--- config.mk ---
export PLATFORM = sky130hd
export DESIGN_NAME = rgb565_pixel_unpacker_flat
export DESIGN_NICKNAME = d
export VERILOG_FILES = /design/src/rtl/rgb565_pixel_unpacker_if.sv /design/src/rtl/rgb565_pixel_unpacker.sv /design/src/flat_wrapper.sv
export SDC_FILE = /design/constraint.sdc
export NUM_CORES = 1
export LEC_CHECK = 0
export BUFFER_PORTS_ARGS = -buffer_cell sky130_fd_sc_hd__clkbuf_2
export CAP_MARGIN = 30
export CORE_UTILIZATION = 45
export DETAILED_ROUTE_END_ITERATION = 12
export PLACE_DENSITY_LB_ADDON = 0.05
export SKIP_LAST_GASP = 1
export SLEW_MARGIN = 20
export SYNTH_ARGS = -nofsm -noshare
export SYNTH_HDL_FRONTEND = slang
export SYNTH_SLANG_ARGS = --single-unit
--- constraint.sdc ---
create_clock -name clk -period 3.1 [get_ports clk]
set_input_delay 0.155 -clock clk [delete_from_list [all_inputs] [get_ports clk]]
set_output_delay 0.155 -clock clk [all_outputs]
set_load 0.02 [all_outputs]
--- src/rtl/rgb565_pixel_unpacker_if.sv ---
// rgb565_pixel_unpacker stream bundle: packed-word input side,
// per-pixel output side and the frame-done strobe.
interface rgb565_pixel_unpacker_if #(
    parameter int XW = 5,
    parameter int YW = 5
);
    logic [31:0]   in_data;
    logic          in_valid;
    logic          in_ready;
    logic [5:0]    out_r;
    logic [5:0]    out_g;
    logic [5:0]    out_b;
    logic [XW-1:0] out_x;
    logic [YW-1:0] out_y;
    logic          out_sop;
    logic          out_eop;
    logic          out_valid;
    logic          out_ready;
    logic          frame_done;

    modport master (
        output in_data, in_valid, out_ready,
        input  in_ready, out_r, out_g, out_b, out_x, out_y,
        input  out_sop, out_eop, out_valid, frame_done
    );

    modport slave (
        input  in_data, in_valid, out_ready,
        output in_ready, out_r, out_g, out_b, out_x, out_y,
        output out_sop, out_eop, out_valid, frame_done
    );
endinterface

--- src/rtl/rgb565_pixel_unpacker.sv ---
// Splits 32-bit words of two RGB565 pixels into one pixel per cycle
// as 6-bit r/g/b codes, with raster position and frame markers.
module rgb565_pixel_unpacker #(
    parameter int IMG_WIDTH  = 32,
    parameter int IMG_HEIGHT = 32,
    parameter int XW         = $clog2(IMG_WIDTH),
    parameter int YW         = $clog2(IMG_HEIGHT)
) (
    input  logic                   clk,
    input  logic                   reset,
    rgb565_pixel_unpacker_if.slave bus
);
    typedef enum logic [1:0] {
        EMPTY = 2'd0,
        LO    = 2'd1,
        HI    = 2'd2
    } state_t;

    localparam logic [XW-1:0] X_LAST = XW'(IMG_WIDTH - 1);
    localparam logic [YW-1:0] Y_LAST = YW'(IMG_HEIGHT - 1);

    state_t        state_q, state_d;
    logic [31:0]   word_q, word_d;
    logic [XW-1:0] x_q, x_d;
    logic [YW-1:0] y_q, y_d;
    logic          done_q, done_d;

    logic          out_valid;
    logic          in_ready;
    logic          in_acc;
    logic          out_acc;
    logic          at_eop;
    logic [15:0]   pix;

    // Handshake decode; both sides are held off while reset is high.
    always_comb begin
        out_valid = !reset && (state_q != EMPTY);
        in_ready  = !reset && ((state_q == EMPTY) ||
                               ((state_q == HI) && bus.out_ready));
        in_acc    = bus.in_valid && in_ready;
        out_acc   = out_valid && bus.out_ready;
        at_eop    = (x_q == X_LAST) && (y_q == Y_LAST);
        pix       = (state_q == HI) ? word_q[31:16] : word_q[15:0];
    end

    assign bus.in_ready   = in_ready;
    assign bus.out_valid  = out_valid;
    assign bus.out_r      = {1'b0, pix[15:11]};
    assign bus.out_g      = pix[10:5];
    assign bus.out_b      = {1'b0, pix[4:0]};
    assign bus.out_x      = x_q;
    assign bus.out_y      = y_q;
    assign bus.out_sop    = out_valid && (x_q == '0) && (y_q == '0);
    assign bus.out_eop    = out_valid && at_eop;
    assign bus.frame_done = done_q;

    // Phase FSM, word capture, raster counters and frame-done strobe.
    always_comb begin
        state_d = state_q;
        word_d  = word_q;
        x_d     = x_q;
        y_d     = y_q;
        done_d  = out_acc && at_eop;

        case (state_q)
            EMPTY: begin
                if (in_acc) begin
                    state_d = LO;
                    word_d  = bus.in_data;
                end
            end
            LO: begin
                if (out_acc) begin
                    state_d = HI;
                end
            end
            HI: begin
                if (out_acc) begin
                    if (in_acc) begin
                        state_d = LO;
                        word_d  = bus.in_data;
                    end else begin
                        state_d = EMPTY;
                    end
                end
            end
            default: begin
                state_d = EMPTY;
            end
        endcase

        if (out_acc) begin
            if (at_eop) begin
                x_d = '0;
                y_d = '0;
            end else if (x_q == X_LAST) begin
                x_d = '0;
                y_d = y_q + YW'(1);
            end else begin
                x_d = x_q + XW'(1);
            end
        end
    end

    // State register with synchronous reset.
    always_ff @(posedge clk) begin
        if (reset) begin
            state_q <= EMPTY;
            word_q  <= '0;
            x_q     <= '0;
            y_q     <= '0;
            done_q  <= 1'b0;
        end else begin
            state_q <= state_d;
            word_q  <= word_d;
            x_q     <= x_d;
            y_q     <= y_d;
            done_q  <= done_d;
        end
    end
endmodule
--- src/flat_wrapper.sv ---
// flat-port wrapper written by rule: the top's interface ports become plain ports
module rgb565_pixel_unpacker_flat 
#(
    parameter int IMG_WIDTH  = 32,
    parameter int IMG_HEIGHT = 32,
    parameter int XW         = $clog2(IMG_WIDTH),
    parameter int YW         = $clog2(IMG_HEIGHT)
)
  (clk, reset, bus_in_data, bus_in_valid, bus_out_ready, bus_in_ready, bus_out_r, bus_out_g, bus_out_b, bus_out_x, bus_out_y, bus_out_sop, bus_out_eop, bus_out_valid, bus_frame_done);
  rgb565_pixel_unpacker_if #(.XW(XW), .YW(YW)) bus_i ();
  input  logic clk;
  input  logic reset;
  input wire logic [$bits(bus_i.in_data)-1:0] bus_in_data;
  input wire logic [$bits(bus_i.in_valid)-1:0] bus_in_valid;
  input wire logic [$bits(bus_i.out_ready)-1:0] bus_out_ready;
  output wire logic [$bits(bus_i.in_ready)-1:0] bus_in_ready;
  output wire logic [$bits(bus_i.out_r)-1:0] bus_out_r;
  output wire logic [$bits(bus_i.out_g)-1:0] bus_out_g;
  output wire logic [$bits(bus_i.out_b)-1:0] bus_out_b;
  output wire logic [$bits(bus_i.out_x)-1:0] bus_out_x;
  output wire logic [$bits(bus_i.out_y)-1:0] bus_out_y;
  output wire logic [$bits(bus_i.out_sop)-1:0] bus_out_sop;
  output wire logic [$bits(bus_i.out_eop)-1:0] bus_out_eop;
  output wire logic [$bits(bus_i.out_valid)-1:0] bus_out_valid;
  output wire logic [$bits(bus_i.frame_done)-1:0] bus_frame_done;
  assign bus_i.in_data = bus_in_data;
  assign bus_i.in_valid = bus_in_valid;
  assign bus_i.out_ready = bus_out_ready;
  assign bus_in_ready = bus_i.in_ready;
  assign bus_out_r = bus_i.out_r;
  assign bus_out_g = bus_i.out_g;
  assign bus_out_b = bus_i.out_b;
  assign bus_out_x = bus_i.out_x;
  assign bus_out_y = bus_i.out_y;
  assign bus_out_sop = bus_i.out_sop;
  assign bus_out_eop = bus_i.out_eop;
  assign bus_out_valid = bus_i.out_valid;
  assign bus_frame_done = bus_i.frame_done;
  rgb565_pixel_unpacker #(.IMG_WIDTH(IMG_WIDTH), .IMG_HEIGHT(IMG_HEIGHT), .XW(XW), .YW(YW)) u_core (.clk(clk), .reset(reset), .bus(bus_i));
endmodule
# [After elaboration in Yosys (flattened, before gate mapping)]
# Cells that the tools add are included.
[word_totals] ff_bits=45 out_inout_bits=33 wordCells=48 inputBits=36
[classes] add_sub_neg=2 eq_ne=7 n_reduce_logical=21 muxes=13
[ops] operator="$mux W32" count=2
[ops] operator="$pmux W32 S2" count=1
[ops] operator="$mux W5" count=4
[ops] operator="$mux W16" count=1
[ops] operator="$add A5 B1 Y5 const B" count=2
[ops] operator="$eq A5 B5 Y1 const B" count=2
[ops] operator="$logic_and A1 B1 Y1" count=10
[ops] operator="$logic_not A5 Y1" count=2
[ops] operator="$mux W2" count=3
[ops] operator="$ne A2 B1 Y1 const B" count=3
[ops] operator="$pmux W2 S3" count=1
[ops] operator="$reduce_bool A2 Y1" count=3
[ops] operator="$reduce_and A2 Y1" count=2
[ops] operator="$reduce_and A3 Y1" count=1
[ops] operator="$eq A2 B1 Y1 const B" count=1
[ops] operator="$eq A2 B2 Y1 const B" count=1
[ops] operator="$logic_not A2 Y1" count=1
[ops] operator="$logic_not A1 Y1" count=1
[ops] operator="$logic_or A1 B1 Y1" count=1
[ops] operator="$mux W1" count=1

# [Longest topological paths before layout]
# Gate-level depths: netlist (run 1).
[depth] word_depth=8 ltp_mapped=6 depth_no_buf=6

# [Least setup slack after synthesis (run 1)]
# Ideal clock, no wire load.
[synth_timing] path_kind="register -> register" from="register u_core.x_q[1] (netlist: u_core.bus.out_x[1])" to="register u_core.y_q[3] (netlist: u_core.bus.out_y[3])" required_time_ns=2.961 arrival_ns=1.729 stages_incl_launch_ff=7 path_buffers=0 slack_ns=1.231 period_less_slack_ns=1.869 setup_ns=0.139 path_cell_list="dfxtp_1 -> ha_1 -> and3_1 -> ha_1 -> nand2_1 -> a2111oi_0 -> o32ai_1"
[synth_via] elab_chain_cells=4 elab_cells_between_ends=5 cone_classes="eq/ne (1); mux (1); reduce/logical (3)"
[synth_rtl] item="from (decl)" line="rgb565_pixel_unpacker.sv:24" text="logic [XW-1:0] x_q, x_d;"
[synth_rtl] item="from (signal assigned)" line="rgb565_pixel_unpacker.sv:110" text="x_q <= '0;"
[synth_rtl] item="from (signal assigned)" line="rgb565_pixel_unpacker.sv:116" text="x_q <= x_d;"
[synth_rtl] item="$eq A5 B5 Y1 (*)" line="rgb565_pixel_unpacker.sv:42, rgb565_pixel_unpacker.sv:96"
[synth_rtl] item="$logic_and A1 B1 Y1" line="rgb565_pixel_unpacker.sv:42" text="at_eop = (x_q == X_LAST) && (y_q == Y_LAST);"
[synth_rtl] item="$reduce_bool A2 Y1 (no line)"
[synth_rtl] item="$reduce_and A2 Y1 (no line)"
[synth_rtl] item="to (signal assigned)" line="rgb565_pixel_unpacker.sv:117" text="y_q <= y_d;"
[synth_rtl] item="to (decl)" line="rgb565_pixel_unpacker.sv:25" text="logic [YW-1:0] y_q, y_d;"
# Every way passes the cells marked *; elsewhere a longest branch is shown, timed or not.
# A chain may end at the register's enable or synchronous reset.

# [Worst setup path in the final report (run 1)]
[layout_timing] from="register u_core.x_q[1] (netlist: u_core.bus.out_x[1])" to="output bus_out_eop"
[layout_via] elab_chain_cells=3
[layout_rtl] item="$eq A5 B5 Y1" line="rgb565_pixel_unpacker.sv:42"
[layout_rtl] item="$logic_and A1 B1 Y1" line="rgb565_pixel_unpacker.sv:42"
[layout_rtl] item="$logic_and A1 B1 Y1" line="rgb565_pixel_unpacker.sv:54" text="assign bus.out_eop = out_valid && at_eop;"
[layout_rtl] item="to (decl)" line="flat_wrapper.sv:23" text="output wire logic [$bits(bus_i.out_eop)-1:0] bus_out_eop;"
# Every way passes these cells.

==> results.toml, run 1 <==
[run_status]
status = "finished, final reports clean"

[logic_synthesis]
synth.distinct_cells = 37
syn_inst = 213
yosysSeqAreaShare_pct = 40.2
synth_area_sq_um = 2240
synth_warnings = 0
synth_area_per_cell_sq_um = 10.5
synth-seq-cells = 45

[power_and_ir_drop]
pwr-share-seq_pct = 48.9
power.share.clock_pct = 35.8
switching_share_pct = 24.4
power_switching_uw = 315
combPwrFrac_pct = 15.2
intPower_uw = 975
p_per_area_nw_per_um2 = 475
p_leak_nw = 1.27
ir_drop_mv = 0.237

[floorplan]
rows = 25
pin_count = 69
die_w_microns = 72.5
start_util_pct = 47.1
coreArea_sq_um = 4750
fp.dieH_microns = 72.5
dieArea_sq_um = 5260

[place]
dp_hpwl_mm = 2.95
port-buffer-count = 66
place_congestion = 0.780
placed_cells = 335

[clocking]
cts_buffers = 5
clockRootBuffer = "clkbuf_8"
cts_resized = 0
cts_buffer_depth = 2
hold_buffers = 0
cts_tree = "yes"
clk_latency_ns = 0.30
cts_sinks = 45
htreeDepth = 2
postCtsSetupRepairBufs = 0
cts.clk_slew.worst_paths_ns = 0.09

[critical_path]
reg2regPathDepth = 6
crit_type = "flop to output port"
r2r_setup_slack_ns = 1.12
cp-start-kind = "flop"
crit_fanout = 8
cp.required_ns = 2.94
arrival_ns = 1.88
end_kind = "output port"

[sta]
grt_setup_unrepaired = "no"
setup_viol = 0
slew_headroom_pct = 65.8
tightest_slew_ns = 0.513
tns_ns = 0
slew_violations = 0
max_clock_freq_ghz = 0.491
fin_crit_sh_pct = 65.7
finalHoldViolCount = 0
period_minus_slack_ns = 2.04
finalClockSkew_ns = 0.00809

[grt]
grt_pass1_vias = 1554
grt_antenna_before_repair = 0
grt_max_degree = 40
grt_overflow = 0
grt_pass1_wl_mm = 6.96
grt_usage_pct = 17.1

[drt]
wl_mm = 4.24
dr.pass1.iters = 4
drt_iter0_drc = 44
ant_nets = 0
viasPerCell = 4.93
wl_per_cell_microns = 12.4
vias = 1692
drc_errors = 0

[final_layout]
final_util_pct = 57.1
areaGrowthSynthToFinish_pct = 21.2
diodes = 0
nets = 318
finalNonFillerCells = 343
drive_gt1_share_pct = 46.4

[flow_run]
drv_cap = 0

[hold_path]
hold_path.class = "input port to flop"
hold_depth = 2
## cells in the mapped netlist, drive strengths merged
cell	instances	area, sq um
o2111ai	1	26.3
a2111oi	1	8.76
buf	10	82.6
mux2	48	541
nor2	8	37.5
nor4	1	6.26
and3b	1	8.76
o31ai	3	22.5
dfxtp	45	901
o21ai	3	15.0
a211oi	1	7.51
o41ai	1	8.76
o311ai	2	17.5
conb	1	3.75
nand2b	1	6.26
nand2	4	15.0
nor2b	28	175
clkbuf	4	15.0
nand4	3	18.8
and2b	4	30.0
nor3	2	10.0
a21boi	1	7.51
nand3	3	15.0
a21oi	6	30.0
or4	3	22.5
a31oi	1	6.26
o21bai	1	11.3
and3	4	25.0
ha	7	87.6
a31o	2	17.5
inv	11	41.3
o32ai	2	17.5
## power by group through the flow
stage | combinational, mW | clock, mW | sequential [mW]
CTS | 0.200 | 0.475 | 0.632
global route | 0.215 | 0.497 | 0.636
finish | 0.197 | 0.462 | 0.631
floorplan | 0.148 | 0 | 0.639
global placement | 0.194 | 0 | 0.644
detailed placement | 0.199 | 0 | 0.645
## flip-flops by register name, indices dropped and copies added (netlist names)
name and flops:
u_core.bus.frame_done 1, u_core.bus.out_y 5, u_core.state_q 2, u_core.bus.out_x 5, u_core.word_q 32
## through the flow
step / setup WS [ns] / cell area (sq um) / total power [mW] / hold WS, ns
CTS: 1.08 / 2710 / 1.31 / 0.0540
detailed placement: 1.15 / 2590 / 0.844 / 0.368
finish: 1.06 / 2710 / 1.29 / 0.0585
global placement: 1.22 / 2570 / 0.838 / 0.366
global route: 0.910 / 2710 / 1.35 / 0.0586
floorplan: 1.23 / 2240 / 0.787 / 0.280
## layer usage
layer  up-vias  track usage (%)  part of all wire [%]
met3         7             5.28                   5.8
met5         -                0                     0
li1        866                -                     -
met1       765             20.1                    46
met2        54             29.1                    47
met4         0             6.54                   1.5
## cell usage in the layout, fill, tap and decap left out, types with 2 or more instances in the layout
cell type,n
a21oi_1,6
a31o_2,2
and2b_1,4
and3_1,4
clkbuf_2,66
clkbuf_8,6
conb_1,2
dfxtp_1,45
ha_1,7
inv_1,9
inv_2,2
mux2_1,3
mux2_2,45
nand2_1,4
nand3_1,3
nand4_1,3
nor2_1,7
nor2b_1,28
nor3_1,2
o21ai_0,3
o311ai_0,2
o31ai_1,3
o32ai_1,2
or4_1,3
## final cells by class
class | instances | area, sq um
inverter | 11 | 41.3
tap | 67 | 83.8
fill | 462 | 2040
sequential | 45 | 901
clock inverter | 2 | 37.5
timing repair buffer | 68 | 365
multi-input combinational | 144 | 1200
clock buffer | 6 | 82.6
## critical path, stage by stage (launching register included)
cell and delay, ns:
dfxtp_1 0.44, ha_1 0.22, and3_1 0.19, ha_1 0.30, nand2_1 0.15, nor2_1 0.11, clkbuf_2 0.18
## cells by family (layout without fill, tap and decap cells)
kind of cell | after synthesis | in the layout | share of synthesized area, %
AOI/OAI and AO/OA | 25 | 25 | 8.78
adders and majority gates | 7 | 7 | 3.91
buffers and inverters | 25 | 87 | 6.20
DFF | 45 | 45 | 40.2
muxes | 48 | 48 | 24.1
other | 1 | 2 | 0.168
and+or+nand+nor | 62 | 62 | 16.5
## worst paths after layout
path,from,end
max,u_core.bus.out_x[1],bus_out_eop
min,bus_in_data[9],u_core.word_q[9]
max reg2reg,u_core.bus.out_x[1],u_core.bus.out_y[3]
min reg2reg,u_core.bus.out_y[4],u_core.bus.out_y[4]
(Power assumes the default switching activity.)
==> run 2: changes to the inputs <==
Settings changed: ABC_AREA set to 1.
Clock period 3.1 ns to 2 ns, I/O delays scaled along.
==> results.toml, run 2 <==
[run_status]
status = "finished, final reports clean"

[floorplan]
rows = 26
start_util_pct = 46.5
fp.dieH_microns = 74.6
pin_count = 69
coreArea_sq_um = 5110
die_w_microns = 74.6
dieArea_sq_um = 5570

[clocking]
postCtsSetupRepairBufs = 0
htreeDepth = 2
clk_latency_ns = 0.30
cts_buffers = 5
cts_resized = 0
hold_buffers = 0
cts_buffer_depth = 2
cts.clk_slew.worst_paths_ns = 0.08
cts_sinks = 45
clockRootBuffer = "clkbuf_8"
cts_tree = "yes"

[sta]
grt_setup_unrepaired = "no"
finalClockSkew_ns = 0.00713
slew_violations = 0
setup_ws_ns = 0.197
setup_viol = 0
period_minus_slack_ns = 1.80
fin_crit_sh_pct = 90.1
tns_ns = 0
finalHoldViolCount = 0
max_clock_freq_ghz = 0.555

[logic_synthesis]
yosysMostFrequentCell = "nand2_1"
yosysSeqAreaShare_pct = 38.0
synth.distinct_cells = 26
synth_area_per_cell_sq_um = 7.91
synth-seq-cells = 45
yosysTopAreaCell = "dfxtp_1"
ys.flop_type = "dfxtp_1"
synth_area_sq_um = 2370
syn_inst = 300
synth_warnings = 0
yosys-top-cells-area = "dfxtp_1 (38%), a21oi_2 (11%), nand3_1 (11%), nand2_1 (8.9%), nand2_2 (7.6%)"
synth_edf_count = 0
ys_top_cells_by_count = "nand2_1 (56), nand3_1 (51), dfxtp_1 (45)"
synth.top_cell.area_share_pct = 38.0
async_flop_share_pct = 0

[grt]
grt_pass1_wl_mm = 8.55
grt_pass1_vias = 1952
grt_usage_pct = 20.2
grt_overflow = 0
grt_antenna_before_repair = 0
grt_max_degree = 34

[power_and_ir_drop]
power_switching_uw = 554
intPower_mw = 1.46
power.share.clock_pct = 35.4
ir_drop_mv = 0.352
p_per_area_nw_per_um2 = 718
combPwrFrac_pct = 16.7
switching_share_pct = 27.5
p_leak_nw = 1.20
pwr-share-seq_pct = 47.8

[critical_path]
end_kind = "output port"
crit_type = "flop to output port"
cp.required_ns = 1.90
cp-start-kind = "flop"
arrival_ns = 1.70
r2r_setup_slack_ns = 0.42
reg2regPathDepth = 7
crit_fanout = 4
reg2reg_from = "u_core.bus.out_x[0]"
timing.rr.end = "u_core.bus.out_y[3]"

[drt]
drt_iter0_drc = 63
ant_nets = 0
wl_mm = 5.29
wl_per_cell_microns = 12.3
drc_errors = 0
dr.pass1.iters = 4
vias = 2135
viasPerCell = 4.95

[place]
pre_cts_ws_ns = 0.421
place_congestion = 0.761
port-buffer-count = 66
dp_hpwl_mm = 3.81

[final_layout]
nets = 403
drive_gt1_share_pct = 41.0
layout_commonest_cell = "clkbuf_2"
largest_reg_flops = 32
areaGrowthSynthToFinish_pct = 18.1
layout_common_cells = "clkbuf_2 (66), nand2_1 (56), nand3_1 (51)"
regMostFlops = "u_core.word_q"
diodes = 0

[hold_path]
hold_path.class = "input port to flop"
min_to = "u_core.word_q[4]"
hold_start = "bus_in_data[4]"
hold_depth = 3

[flow_run]
drv_cap = 0
run 2: cell types whose count changed after synthesis, sizes merged, moves of 4 or more:
| cell | change |
|---|---|
| nor2b | -28 |
| mux2 | -46 |
| nand3 | +49 |
| a21oi | +35 |
| buf | +6 |
| and3 | -4 |
| inv | +6 |
| nor2 | +8 |
| and2b | -4 |
| nand2 | +82 |
run 2: logic make-up (layout without fill, tap and decap cells):
family	count (synthesis)	in the layout	share of synthesized area [%]
fa+ha+maj	7	7	3.69
buf+inv	38	98	9.59
simple gates	159	159	32.6
mux	2	2	0.949
flops	45	45	38.0
compound gates	48	48	15.0
other cells	1	2	0.158
run 2: worst max-delay path by stage:
stage / start / endpoint / depth (start not counted)
3_3_place_gp: u_core.bus.out_x[0] / u_core.bus.out_y[3] / 7
2_1_floorplan: u_core.bus.out_x[0] / bus_out_eop / 6
6_report: u_core.bus.out_x[0] / bus_out_eop / 7
4_1_cts: u_core.bus.out_x[0] / bus_out_eop / 7
5_1_grt: u_core.bus.out_y[0] / bus_out_eop / 7
3_5_place_dp: u_core.bus.out_x[0] / u_core.bus.out_y[3] / 9
run 2: power by group through the flow:
stage                     logic [mW]  clock network, mW  registers, mW
final                          0.337              0.714          0.963
after global routing           0.371              0.769          0.968
after CTS                      0.341              0.731          0.963
after detailed placement       0.340                  0          0.983
after global placement         0.338                  0          0.984
after floorplan                0.263                  0          0.978
run 2: stage by stage:
step                power [mW]  std cells  cell area (sq um)  hold WS [ns]  utilization (%)
finish                    2.01        431               2800        0.0511             54.9
global route              2.11        431               2800        0.0485             54.9
CTS                       2.03        431               2800        0.0412             54.9
detailed placement        1.32        423               2680         0.361             52.5
global placement          1.32        423               2680         0.359             52.5
floorplan                 1.24        301               2380         0.256                -
run 2: worst max-delay path: stages (launching register included):
cell	delay [ns]
dfxtp_1	0.38
ha_1	0.18
nand2_1	0.06
nor2_1	0.16
ha_1	0.22
nand2_1	0.11
nor2_1	0.11
clkbuf_2	0.17
run 2: area by class of cell:
cell class	count	area, sq um
fill	528	2300
multi-input combinational	218	1250
sequential	45	901
timing repair buffer	73	383
tap	70	87.6
clock buffer	6	82.6
inverter	17	63.8
clock inverter	2	37.5
run 2: metal layers:
layer | vias up | routed length (microns) | global-route usage (%)
met5 | - | 0 | 0
met4 | 0 | 40 | 5.03
met3 | 4 | 232 | 4.15
met2 | 55 | 2580 | 36.7
met1 | 974 | 2450 | 24.3
li1 | 1102 | - | -
